## src/rtl/cim_bank.sv

```systemverilog
// Compute-in-memory weight bank: ROWS rows of paired A/B half-words, written via
// a row-select vector and continuously exposed on flat output buses.
module cim_bank #(
  parameter int ROWS   = 8,
  parameter int HALF_W = 12
) (
  input  logic                     clk,
  input  logic                     rst,
  input  logic [2*HALF_W-1:0]      D,
  input  logic [ROWS-1:0]          WA,
  output logic [ROWS*HALF_W-1:0]   wb_a,
  output logic [ROWS*HALF_W-1:0]   wb_b
);

  logic [HALF_W-1:0] r_a [ROWS];
  logic [HALF_W-1:0] r_b [ROWS];

  logic [HALF_W-1:0] w_d_a;
  logic [HALF_W-1:0] w_d_b;

  assign w_d_a = D[2*HALF_W-1:HALF_W];
  assign w_d_b = D[HALF_W-1:0];

  // Reset wins over writes; WA may select any number of rows at once.
  always_ff @(posedge clk) begin
    for (int i = 0; i < ROWS; i++) begin
      if (rst) begin
        r_a[i] <= '0;
        r_b[i] <= '0;
      end else if (WA[i]) begin
        r_a[i] <= w_d_a;
        r_b[i] <= w_d_b;
      end
    end
  end

  always_comb begin
    wb_a = '0;
    wb_b = '0;
    for (int i = 0; i < ROWS; i++) begin
      wb_a[i*HALF_W +: HALF_W] = r_a[i];
      wb_b[i*HALF_W +: HALF_W] = r_b[i];
    end
  end

endmodule

```

## config.mk

```make
export PLATFORM = sky130hd
export DESIGN_NAME = cim_bank
export DESIGN_NICKNAME = d
export VERILOG_FILES = /design/src/rtl/cim_bank.sv
export SDC_FILE = /design/constraint.sdc
export NUM_CORES = 1
export LEC_CHECK = 0
export CORE_ASPECT_RATIO = 0.8
export CORE_MARGIN = 4
export CORE_UTILIZATION = 35
export CTS_CLUSTER_SIZE = 14
export DETAILED_ROUTE_END_ITERATION = 12
export GPL_TIMING_DRIVEN = 0
export PLACE_DENSITY = 0.73
export SLEW_MARGIN = 20
export SYNTH_ARGS = -nofsm -noshare
export SYNTH_HDL_FRONTEND = slang
export SYNTH_SLANG_ARGS = --single-unit
```

## constraint.sdc

```tcl
create_clock -name clk -period 2.3 [get_ports clk]
set_input_delay 0.46 -clock clk [delete_from_list [all_inputs] [get_ports clk]]
set_output_delay 0.46 -clock clk [all_outputs]
set_load 0.03 [all_outputs]
```

==> results of run 1 <==
[per-layer routing]
layer	track usage [%]	up-vias	share of wire [%]
li1	-	2157	-
met2	28.52	180	47
met3	6.247	19	8.5
met1	22.90	2390	43
met4	4.623	0	1.3
met5	0	-	0
[through the flow]
step | power [µW] | cell area, µm² | util, % | setup WS (ps) | instances
finish | 8766 | 10950 | 50.49 | 357.2 | 986
detailed placement | 5934 | 10370 | 47.81 | -92.69 | 954
global placement | 5908 | 10370 | 47.81 | -27.72 | 954
floorplan | 5141 | 7749 | - | 676.8 | 430
global route | 9071 | 10950 | 50.49 | 273.8 | 986
CTS | 8845 | 10950 | 50.49 | 334.3 | 986
[area by class of cell]
cell class / count / area, µm²
Fill cell: 1791 / 10730
Sequential cell: 192 / 5766
Timing Repair Buffer: 224 / 2242
Multi-Input combinational cell: 200 / 1732
Clock buffer: 17 / 425.4
Tap cell: 300 / 375.4
Buffer: 38 / 251.5
Clock inverter: 15 / 155.1
[path summary, 6_finish.rpt]
path	start	slack [ps]	end	depth (start not counted)
worst max-delay path	r_b[1][25]	360	wb_b[73]	1
worst min-delay path	rst	600	r_a[0][16]	3
[power breakdown]
group	internal (µW)	switching, µW	total, µW	leakage (µW)
clock network	1530	1390	2920	0.000277
registers	4150	90.2	4240	0.00206
logic	627	969	1600	0.00234
total	6310	2450	8770	0.00469
[worst min-delay path, stage by stage]
cell and delay [ps]:
buf_6 120, buf_6 140, and3b_1 200
[state kept, by name, indices dropped and copies added (netlist names)]
name	cells
r_a	96
r_b	96
[cells in the final DEF, fill, tap and decap left out]
master / synthesis / final
clkdlybuf4s50_1: 0 / 224
or2_1: 2 / 2
clkinvlp_4: 0 / 3
and3b_1: 192 / 192
clkbuf_16: 0 / 17
buf_6: 13 / 13
buf_2: 9 / 9
or2_2: 6 / 6
edfxtp_1: 192 / 192
clkinv_2: 0 / 1
inv_8: 0 / 4
bufinv_16: 0 / 1
clkinv_4: 0 / 6
clkbuf_1: 16 / 16
[logic make-up (layout without fill, tap and decap cells)]
group | count (synthesis) | after routing
buffers and inverters | 38 | 294
AND/OR/NAND/NOR | 200 | 200
flip-flops | 192 | 192
==> impl_metrics.json, run 1 <==
{
  "cts_sinks": 192,
  "drt_iter0_drc": 338,
  "worstSetupEndpointType": "output pin",
  "wl_um": 21800,
  "worst_pin_slew_ps": 1071,
  "synth_area_um2": 7749,
  "path_clk_slew_ps": 70,
  "hp-class": "in -> reg",
  "startpoint_type": "flop",
  "irDropWorstVdd_uv": 356.0,
  "setup-tns-final_ps": 0,
  "slew_headroom_pct": 28.59,
  "post-route-period-util_pct": 84.47,
  "synth_edf_count": 192,
  "htree_levels": 4,
  "cts-root-buf": "clkbuf_16",
  "synth_cell_type_count": 7,
  "die_h_um": 141.1,
  "synth_cells": 430,
  "hold_ws_ps": 597.1,
  "grt_pass1_vias": 5128,
  "grt_first_pass_wirelength_um": 32460,
  "clockBufferDepth": 2,
  "setup_violations": 0,
  "ctsHoldBuffers": 0,
  "synthTopCellsByCount": "and3b_1 (192), edfxtp_1 (192), clkbuf_1 (16)",
  "port_buffers": 224,
  "antenna_found_initial": 0,
  "yosysWarnings": 0,
  "synth_seq_area_share_pct": 74.41,
  "pin_count": 226,
  "postSynthAreaPerCell_um2": 18.02,
  "core_um2": 21680,
  "synthToLayoutAreaGrowth_pct": 41.27,
  "cts_tree": "built",
  "grt-ovfl-total": 0,
  "path_cells": "clkdlybuf4s50_1",
  "cp_slowest_stage_delay_ps": 700,
  "hold_viol_final": 0,
  "wire_per_inst_um": 22.11,
  "ys.flop_type": "edfxtp_1",
  "yosysTopAreaCellShare_pct": 74.41,
  "cts_buffers": 17,
  "dp_hpwl_um": 15910,
  "grt_use_total_pct": 17.67,
  "synth_top_area_cell": "edfxtp_1",
  "gp_congestion": 0.7721,
  "cpMaxStageDelayCell": "clkdlybuf4s50_1",
  "synthArstFlopShare_pct": 0,
  "synth.ff_latch_count": 192,
  "final_max_slew_viol_count": 0,
  "die_w_um": 174.4,
  "nets": 707,
  "cp_num_buf_inv": 1,
  "fin_crit_ps": 1943,
  "powerDensity_nw_per_um2": 800.8,
  "synthMuxAreaShare_pct": 0,
  "path_max_fanout": 1,
  "status": "complete, no violations",
  "rsz0062_at_grt": "no",
  "synth-compound-area-share_pct": 0,
  "crit_family": "buffers and inverters",
  "drive_gt1_share_pct": 8.746,
  "synth_top_family_by_area": "simple AND/OR/NAND/NOR gates",
  "vias": 4746,
  "synth.area.top_cells": "edfxtp_1 (74%), and3b_1 (22%), buf_6 (1.9%)",
  "dr.pass1.iters": 4,
  "synthAdderAreaFrac_pct": 0,
  "yosys.area_share.simple_pct": 22.35,
  "vias_per_cell": 4.813,
  "cts_resized": 0,
  "n_antenna_cell": 0,
  "cap_violations": 0,
  "critPathArrivalTime_ps": 1480,
  "start_util_pct": 35.74,
  "grt_max_degree": 25,
  "critical_path_class": "reg -> out",
  "drc_errors": 0,
  "antenna_left": 0,
  "p_leak_uw": 0.004686,
  "die_area_um2": 24600,
  "postCtsSetupBuffers": 0,
  "synth_xor_area_share_pct": 0,
  "max_clock_freq_mhz": 514.7,
  "crit_required_ps": 1840,
  "rows": 48,
  "synth_nets": 464
}
No activity file was read; power rests on OpenSTA's default activity.
==> run 2, diff against run 1 <==
clock period = 1.9 ns   (was 2.3 ns; I/O delays follow)
==> impl_metrics.json, run 2 (same netlist as run 1, synthesis figures left out) <==
{
  "status": "complete, no violations",
  "start_util_pct": 35.74,
  "wl_um": 21820,
  "nets": 707,
  "worst_pin_slew_ps": 1011,
  "dr.pass1.iters": 4,
  "gp_congestion": 0.7721,
  "startpoint_type": "flop",
  "vias": 4768,
  "grt-ovfl-total": 0,
  "synthToLayoutAreaGrowth_pct": 41.76,
  "drive_gt1_share_pct": 8.892,
  "post-route-period-util_pct": 97.66,
  "path_cells": "clkdlybuf4s50_1",
  "antenna_found_initial": 0,
  "path_max_fanout": 1,
  "crit_family": "buffers and inverters",
  "hold_viol_final": 0,
  "min_to": "r_a[0][16]",
  "vias_per_cell": 4.836,
  "drc_errors": 0,
  "die_w_um": 174.4,
  "startpoint": "r_a[1][23]",
  "fin_crit_ps": 1856,
  "crit_required_ps": 1520,
  "antenna_left": 0,
  "path_clk_slew_ps": 70,
  "rows": 48,
  "rsz0062_at_grt": "no",
  "cp_slowest_stage_delay_ps": 720,
  "pin_count": 226,
  "cts-root-buf": "clkbuf_16",
  "cp_num_buf_inv": 1,
  "cts_buffers": 17,
  "grt_use_total_pct": 17.67,
  "cts_tree": "built",
  "grt_pass1_vias": 5128,
  "fin_area_um2": 10980,
  "final_common_cell": "clkdlybuf4s50_1",
  "final_max_slew_viol_count": 0,
  "hp-class": "in -> reg",
  "critical_path_class": "reg -> out",
  "cts_resized": 0,
  "powerDensity_nw_per_um2": 966.2,
  "hp-start": "rst",
  "whs_path_depth": 3,
  "cts_sinks": 192,
  "slew_headroom_pct": 32.59,
  "setup_violations": 0,
  "ctsHoldBuffers": 0,
  "dp_hpwl_um": 15910,
  "die_area_um2": 24600,
  "cpMaxStageDelayCell": "clkdlybuf4s50_1",
  "reg_top3": "r_a (96), r_b (96)",
  "cap_violations": 0,
  "htree_levels": 4,
  "n_antenna_cell": 0,
  "placed_area_um2": 10370,
  "p_leak_uw": 0.004877,
  "layout_setup_ws_ps": 44.43,
  "wire_per_inst_um": 22.13,
  "preCtsSetupSlack_ps": -412.7,
  "final_cell_mix": "clkdlybuf4s50_1 (209), and3b_1 (192), edfxtp_1 (192)",
  "clockBufferDepth": 2,
  "max_clock_freq_mhz": 538.9,
  "port_buffers": 224,
  "grt_first_pass_wirelength_um": 32460,
  "worstSetupEndpointType": "output pin",
  "irDropWorstVdd_uv": 415.1,
  "grt_max_degree": 25,
  "postCtsSetupBuffers": 0,
  "drt_iter0_drc": 308,
  "core_um2": 21680,
  "critPathArrivalTime_ps": 1480,
  "die_h_um": 141.1
}
## run 2: area by class of cell
| class | instances | area, µm² |
|---|---|---|
| Fill cell | 1785 | 10700 |
| Sequential cell | 192 | 5766 |
| Timing Repair Buffer | 224 | 2280 |
| Multi-Input combinational cell | 200 | 1732 |
| Clock buffer | 17 | 425.4 |
| Tap cell | 300 | 375.4 |
| Buffer | 38 | 251.5 |
| Clock inverter | 15 | 155.1 |
## run 2: layer usage
| layer | vias up | GRT usage, % | part of all wire, % |
|---|---|---|---|
| met3 | 19 | 6.247 | 9.2 |
| li1 | 2149 | - | - |
| met4 | 0 | 4.623 | 1.2 |
| met1 | 2398 | 22.90 | 42 |
| met5 | - | 0 | 0 |
| met2 | 202 | 28.52 | 47 |
## run 2: worst max path at each step
stage               cells after the start         end
global placement                        2  r_b[1][15]
floorplan                               3  r_a[0][36]
finish                                  1    wb_a[71]
CTS                                     1    wb_a[40]
global route                            1    wb_b[24]
detailed placement                      2  r_b[1][20]
## run 2: metrics by stage
stage	util (%)	hold WS, ps	TNS, ps	power (µW)	instances
final	50.66	520.0	0	10610	986
after global placement	47.81	961.7	-18210	7152	954
after global routing	50.66	514.1	0	10980	986
after CTS	50.49	507.2	0	10710	986
after floorplan	-	612.8	0	6223	430
after detailed placement	47.81	962.6	-24080	7183	954
## run 2: power breakdown
group | leakage [µW] | internal (µW) | switching (µW) | total [µW]
Combinational | 0.00254 | 755 | 1170 | 1930
Sequential | 0.00206 | 5030 | 109 | 5140
Clock | 0.000277 | 1850 | 1690 | 3550
==> run 3, diff against run 2 <==
CTS_CLUSTER_SIZE = not set   (was 14)
TNS_END_PERCENT = 100   (was not set)
==> results of run 3 <==
The final DEF is identical to that of run 2; final timing and power are the same.
